[config.mk]
export PLATFORM = sky130hd
export DESIGN_NAME = pc_redirect_ctrl
export DESIGN_NICKNAME = d
export VERILOG_FILES = /design/src/rtl/pc_redirect_ctrl.sv
export SDC_FILE = /design/constraint.sdc
export NUM_CORES = 1
export LEC_CHECK = 0
export BUFFER_PORTS_ARGS = -buffer_cell sky130_fd_sc_hd__buf_2
export CAP_MARGIN = 20
export CORE_MARGIN = 8
export CORE_UTILIZATION = 45
export CTS_CLUSTER_DIAMETER = 100
export DETAILED_ROUTE_END_ITERATION = 12
export GPL_ROUTABILITY_DRIVEN = 0
export PLACE_DENSITY = 0.77
export SYNTH_ARGS = -nofsm -noshare
export SYNTH_HDL_FRONTEND = slang
export SYNTH_SLANG_ARGS = --single-unit
export TNS_END_PERCENT = 5
[constraint.sdc]
create_clock -name clk -period 1.7 [get_ports clk]
set_input_delay 0.085 -clock clk [delete_from_list [all_inputs] [get_ports clk]]
set_output_delay 0.085 -clock clk [all_outputs]
set_load 0.1 [all_outputs]
[src/rtl/pc_redirect_ctrl.sv]
// Fetch-PC owner: resolves jump/branch/jr redirects into a one-hot next-PC select,
// buffers redirects that arrive while fetch is held, and raises IF/ID flushes.
module pc_redirect_ctrl #(
    parameter logic [31:0] RESET_PC = 32'h0000_0000,
    parameter logic [31:0] PC_STEP  = 32'd4
) (
    input  logic        clk,
    input  logic        rst_n,
    input  logic        stall,
    input  logic        imem_ready,
    input  logic        jump_req,
    input  logic [31:0] jump_target,
    input  logic        branch_req,
    input  logic [31:0] branch_target,
    input  logic        jr_req,
    input  logic [31:0] jr_target,
    output logic [31:0] pc,
    output logic        fetch_valid,
    output logic [2:0]  pc_sel,
    output logic [31:0] redirect_tgt,
    output logic        flush_if,
    output logic        flush_id
);

    typedef enum logic [1:0] {
        BOOT,
        RUN,
        HOLD
    } state_t;

    localparam logic [2:0] SEL_SEQ    = 3'b000;
    localparam logic [2:0] SEL_JUMP   = 3'b001;
    localparam logic [2:0] SEL_BRANCH = 3'b010;
    localparam logic [2:0] SEL_JR     = 3'b100;

    state_t      state;
    logic [2:0]  pend_sel;
    logic [31:0] pend_tgt;
    logic        pend_ex;
    logic        advance;

    always_comb begin
        advance = !stall && imem_ready && (state != BOOT);
        pend_ex = pend_sel[1] | pend_sel[2];
    end

    // EX redirects are older than the ID jump, so a buffered EX redirect
    // outranks a live jump, while a live jump replaces a buffered jump.
    always_comb begin
        pc_sel       = SEL_SEQ;
        redirect_tgt = 32'h0;
        if (branch_req) begin
            pc_sel       = SEL_BRANCH;
            redirect_tgt = branch_target;
        end else if (jr_req) begin
            pc_sel       = SEL_JR;
            redirect_tgt = jr_target;
        end else if (pend_ex) begin
            pc_sel       = pend_sel;
            redirect_tgt = pend_tgt;
        end else if (jump_req) begin
            pc_sel       = SEL_JUMP;
            redirect_tgt = jump_target;
        end else if (pend_sel[0]) begin
            pc_sel       = SEL_JUMP;
            redirect_tgt = pend_tgt;
        end
    end

    always_comb begin
        flush_if = advance && (pc_sel != SEL_SEQ);
        flush_id = advance && (pc_sel[1] || pc_sel[2]);
    end

    // Whenever fetch cannot advance, the current winning selection becomes
    // the pending redirect, which folds the overwrite rules into pc_sel.
    always_ff @(posedge clk or negedge rst_n) begin
        if (!rst_n) begin
            pc          <= RESET_PC;
            fetch_valid <= 1'b0;
            state       <= BOOT;
            pend_sel    <= SEL_SEQ;
            pend_tgt    <= 32'h0;
        end else begin
            case (state)
                BOOT: begin
                    fetch_valid <= 1'b1;
                    if (pc_sel != SEL_SEQ) begin
                        pend_sel <= pc_sel;
                        pend_tgt <= redirect_tgt;
                        state    <= HOLD;
                    end else begin
                        state    <= RUN;
                    end
                end
                RUN, HOLD: begin
                    if (advance) begin
                        pc       <= (pc_sel != SEL_SEQ) ? redirect_tgt : pc + PC_STEP;
                        pend_sel <= SEL_SEQ;
                        pend_tgt <= 32'h0;
                        state    <= RUN;
                    end else if (pc_sel != SEL_SEQ) begin
                        pend_sel <= pc_sel;
                        pend_tgt <= redirect_tgt;
                        state    <= HOLD;
                    end
                end
                default: state <= BOOT;
            endcase
        end
    end

endmodule

# After elaboration in Yosys (flattened, before gate mapping)
# Index checks and enable logic that the tools add are counted.
[totals]
ff_bits = 70
output_inout_bits = 70
elab_cells = 43
inputBits = 103
[op_classes]
add_sub_neg = 1
mux = 21
bitwise = 1
n_reduce_logical = 12
eq_ne = 3
[op_table]
columns = ["cell", "n"]
rows = [
  ["32-bit 2-to-1 mux", 8],
  ["32-bit case mux with 2 select lines", 1],
  ["32-bit by 3-bit adder with 32-bit output, second input constant", 1],
  ["3-bit 2-to-1 mux", 5],
  ["2-bit 2-to-1 mux", 3],
  ["3-bit case mux with 2 select lines", 1],
  ["1-bit logical AND", 4],
  ["2-bit case mux with 2 select lines", 1],
  ["2-bit nonzero test", 2],
  ["3-bit != test, second input constant", 1],
  ["3-bit nonzero test", 1],
  ["2-bit by 1-bit equality test with 1-bit output, second input constant", 1],
  ["2-bit equality test, second input constant", 1],
  ["2-bit zero test", 1],
  ["1-bit 2-to-1 mux", 2],
  ["2-bit AND reduction", 1],
  ["2-bit OR reduction", 1],
  ["1-bit zero test", 1],
  ["1-bit logical OR", 1],
  ["1-bit OR", 1],
]

# Logic depth before layout (Yosys ltp)
[depth]
ltp_word = 9
mapped_depth = 9
ltp_nobuf = 7

# Worst setup path after synthesis
# Ideal clock, no wire load.
[synth_path]
path_kind = "reg-to-reg"
start = "register pend_sel[2]"
end = "register pend_tgt[15]"
slack_ns = -1.816
t_arrival_ns = 3.438
stages_incl_launch_ff = 5
t_required_ns = 1.622
path_buffers = 0
setup_ns = 0.078
synth_period_minus_slack_ns = 3.516
path_cell_list = "dfrtp_1 -> nor3b_2 -> mux2i_1 -> o21ai_0 -> a22o_1"
[synth_via]
elab_cells_between_ends = 11
classes_between = "mux (9); bitwise (1); reduce/logical (1)"
[synth_lines]
columns = ["item", "line_no", "source"]
rows = [
  ["start: declaration", "37", "logic [2:0] pend_sel;"],
  ["start signal: assignment", "89", "pend_sel <= pc_sel;"],
  ["start signal: assignment", "103", "pend_sel <= pc_sel;"],
  ["1-bit OR *", "44", "pend_ex = pend_sel[1] | pend_sel[2];"],
  ["32-bit 2-to-1 mux *", "58", "end else if (pend_ex) begin"],
  ["32-bit 2-to-1 mux *", "55", "end else if (jr_req) begin"],
  ["32-bit 2-to-1 mux *", "52", "if (branch_req) begin"],
  ["net redirect_tgt[15]", "20", "output logic [31:0] redirect_tgt,"],
  ["32-bit 2-to-1 mux *", "88, 102", ""],
  ["32-bit 2-to-1 mux", "97", "if (advance) begin"],
  ["32-bit case mux with 2 select lines *", "85", "case (state)"],
  ["end signal: assignment", "90", "pend_tgt <= redirect_tgt;"],
  ["end signal: assignment", "104", "pend_tgt <= redirect_tgt;"],
  ["end: declaration", "38", "logic [31:0] pend_tgt;"],
]
# Mark *: on every way through the listed nets, which the timed path passes. The rest lies on a longest branch.
# A chain may end at the register's enable or synchronous reset.

# Worst setup path after layout
[layout_path]
start = "register pend_sel[2]"
end = "output redirect_tgt[12]"
[layout_via]
elab_chain_len = 4
[layout_rtl]
columns = ["item", "line_no"]
rows = [
  ["1-bit OR", "44"],
  ["32-bit 2-to-1 mux", "58"],
  ["32-bit 2-to-1 mux", "55"],
  ["32-bit 2-to-1 mux", "52"],
  ["end: declaration", "20"],
]
# Every way passes these cells.

==> impl_metrics.env <==
export IMPL_path_class="flop to output pin"
export IMPL_min_period_ns=2.14
export IMPL_drt_antenna_violating_nets=0
export IMPL_placed_cells=834
export IMPL_synth_net_count=592
export IMPL_maxCapViolCount=0
export IMPL_die_area_sq_um=13100
export IMPL_ir_drop_v=0.00122
export IMPL_grt_pass1_wl_mm=27.6
export IMPL_synthArstFlopShare_pct=100
export IMPL_synth_cells=486
export IMPL_worstSetupStartpointType="flop"
export IMPL_io_buffer_count=172
export IMPL_antenna_found_initial=0
export IMPL_min_from="branch_req"
export IMPL_synthTopCellsByCount="dfrtp_1 (70), o21ai_0 (48), nand2_1 (46)"
export IMPL_num_fill_cells=636
export IMPL_end_kind="output pin"
export IMPL_die_x_microns=114
export IMPL_path_clk_slew_ns=0.07
export IMPL_synth_top_cell_by_area="dfrtp_1"
export IMPL_synth_top_area_share_pct=40.3
export IMPL_final_cells=860
export IMPL_clk_latency_ns=0.35
export IMPL_row_count=36
export IMPL_dr_total_vias=5194
export IMPL_cts_tree="done"
export IMPL_reg2reg_to="pc[28]"
export IMPL_worst_pin_slew_ns=0.521
export IMPL_cts_root_buf="clkbuf_8"
export IMPL_synth_enable_flop_cells=0
export IMPL_wirelength_mm=17.4
export IMPL_worstHoldEndpoint="pend_sel[2]"
export IMPL_ys_flop_type="dfrtp_1"
export IMPL_drt_iter0_drc=309
export IMPL_cts_sinks=70
export IMPL_cp_required_ns=1.62
export IMPL_finalSetupViolations=101
export IMPL_drt_pass1_iterations=5
export IMPL_grt_overflow=0
export IMPL_syn_to_final_growth_pct=71.1
export IMPL_min_path_type="input port to flop"
export IMPL_core_area_sq_um=9590
export IMPL_fmax_mhz=468
export IMPL_numCtsBuffers=9
export IMPL_ys_ff_latch=70
export IMPL_power_density_nw_per_um2=1900
export IMPL_syn_avg_cell_area_sq_um=8.95
export IMPL_htree_levels=3
export IMPL_track_usage_pct=26.4
export IMPL_power_leakage_nw=3.23
export IMPL_arrival_ns=2.05
export IMPL_layout_setup_ws_ns=-0.438
export IMPL_r2r_cells=7
export IMPL_total_power_mw=14.2
export IMPL_grt_setup_unrepaired="true"
export IMPL_grt_max_degree=71
export IMPL_synth_area_top_cells="dfrtp_1 (40%), a22o_1 (6.4%), o21ai_0 (5.5%)"
export IMPL_drive_gt1_share_pct=53.4
export IMPL_hold_viol=0
export IMPL_clockBufferDepth=2
export IMPL_grt_pass1_vias=5467
export IMPL_synth_seq_area_share_pct=40.3
export IMPL_r2r_setup_slack_ns=-0.32
export IMPL_boundaryPins=173
export IMPL_die_y_microns=114
export IMPL_wl_per_cell_microns=20.2
export IMPL_skew_ns=0.0164
export IMPL_finalCritPeriodShare_pct=126
export IMPL_synth_most_common_cell="dfrtp_1"
export IMPL_ys_warnings_count=0
export IMPL_post_dp_hpwl_mm=13.0
export IMPL_antenna_cells=0
export IMPL_final_max_slew_viol_count=0
export IMPL_start_util_pct=45.3
export IMPL_yosysUniqueCellTypes=60
export IMPL_violations="negative setup slack"
export IMPL_viasPerCell=6.04
export IMPL_holdPathStages=2
export IMPL_slew_headroom_pct=65.5
export IMPL_crit_fanout=8
export IMPL_nets=828
export IMPL_route_detailed_drc=0
export IMPL_outcome="finished, violations left"
export IMPL_syn_cell_area_sq_um=4350
export IMPL_timing_rr_start="pend_sel[2]"
## placed cells by master (no fill, tap or decap), types with 3 or more instances in the layout
master       n
a211o_1      4
a21oi_1     11
a21oi_4     10
a22o_1      32
a22oi_1      7
a22oi_2      7
a31oi_1     12
a31oi_4     17
a32o_1       3
a41oi_1      3
and2_1       3
and2_4       3
and3_1       6
and4_1       3
buf_12      45
buf_2      135
buf_4       67
buf_6       17
clkbuf_8    12
dfrtp_1     44
dfrtp_2     16
dfrtp_4     10
inv_1        9
mux2i_1      7
mux2i_2      3
nand2_1     43
nand2_2      3
nand3_1      9
nand4_1      5
nor2_1      22
nor2_4       3
nor3_1       6
o21ai_0     26
o21ai_1     31
o21ai_4      6
o22ai_1     27
o2bb2ai_1    3
or4_1        3
## logic make-up after synthesis
family | synth area share, %
compound gates | 33.2
fa+ha+maj | 0.863
buf+inv | 6.04
flops | 40.3
mux | 3.28
simple gates | 16.3
## worst max path at each step
stage	from	to	slack, ns	cells after the start
2_1_floorplan	pend_sel[2]	pc[28]	-0.30	7
3_3_place_gp	pc[11]	pc[27]	-0.18	7
3_5_place_dp	state[0]	pc[28]	-0.30	7
4_1_cts	pend_sel[2]	redirect_tgt[0]	-0.40	7
5_1_grt	pend_sel[2]	redirect_tgt[12]	-0.49	7
6_report	pend_sel[2]	redirect_tgt[12]	-0.44	7
## sequential cells by signal, summed over array words and instances (netlist names)
register     cells
pend_tgt        32
state            2
pend_sel         3
fetch_valid      1
pc              32
## per-layer routing
metal	up-vias	track usage, %	routed length [microns]
li1	2344	-	-
met1	2512	31.6	6820
met2	285	45.5	8570
met3	53	6.12	1450
met4	0	9.14	523
met5	-	0	0
## power by group
part	total (mW)	internal [mW]	switching [mW]
combinational	9.52	3.00	6.52
clock	1.46	0.801	0.659
sequential	3.17	2.50	0.664
total	14.2	6.31	7.84
## worst max-delay path, cell delays in order, from the launching register on
cell     delay [ns]
dfrtp_1        0.42
buf_6          0.14
nor3b_4        0.29
buf_6          0.23
mux2i_4        0.27
o21ai_4        0.08
buf_12         0.14
buf_12         0.15
## what timing repair did
action	in CTS	in global routing
hold endpoints to repair	70	0
endpoints found under the setup margin	103	104
buffers inserted	7	2
gates resized for setup	47	13
pin swaps	20	22
gates cloned	0	0
hold buffers	1	0
## metrics by stage
stage | setup WS [ns] | setup TNS, ns | hold WS [ns] | util (%) | area, sq um
3_5_place_dp | -0.300 | -12.79 | 0.140 | 72.4 | 6950
4_1_cts | -0.400 | -18.75 | 0.111 | 77.0 | 7390
3_3_place_gp | -0.175 | -6.17 | 0.139 | 72.4 | 6950
6_report | -0.438 | -23.29 | 0.144 | 77.6 | 7440
2_1_floorplan | -0.305 | -18.44 | -0.211 | - | 4890
5_1_grt | -0.491 | -30.42 | 0.153 | 77.6 | 7440
## final cells by class
class | instances | area, sq um | area share [%]
Timing Repair Buffer | 265 | 2280 | 30.7
Tap cell | 133 | 166 | 2.24
Inverter | 11 | 41.3 | 0.555
Multi-Input combinational cell | 365 | 2920 | 39.3
Clock buffer | 12 | 165 | 2.22
Clock inverter | 4 | 53.8 | 0.723
Sequential cell | 70 | 1810 | 24.3
Power figures use the tool's default switching activity.
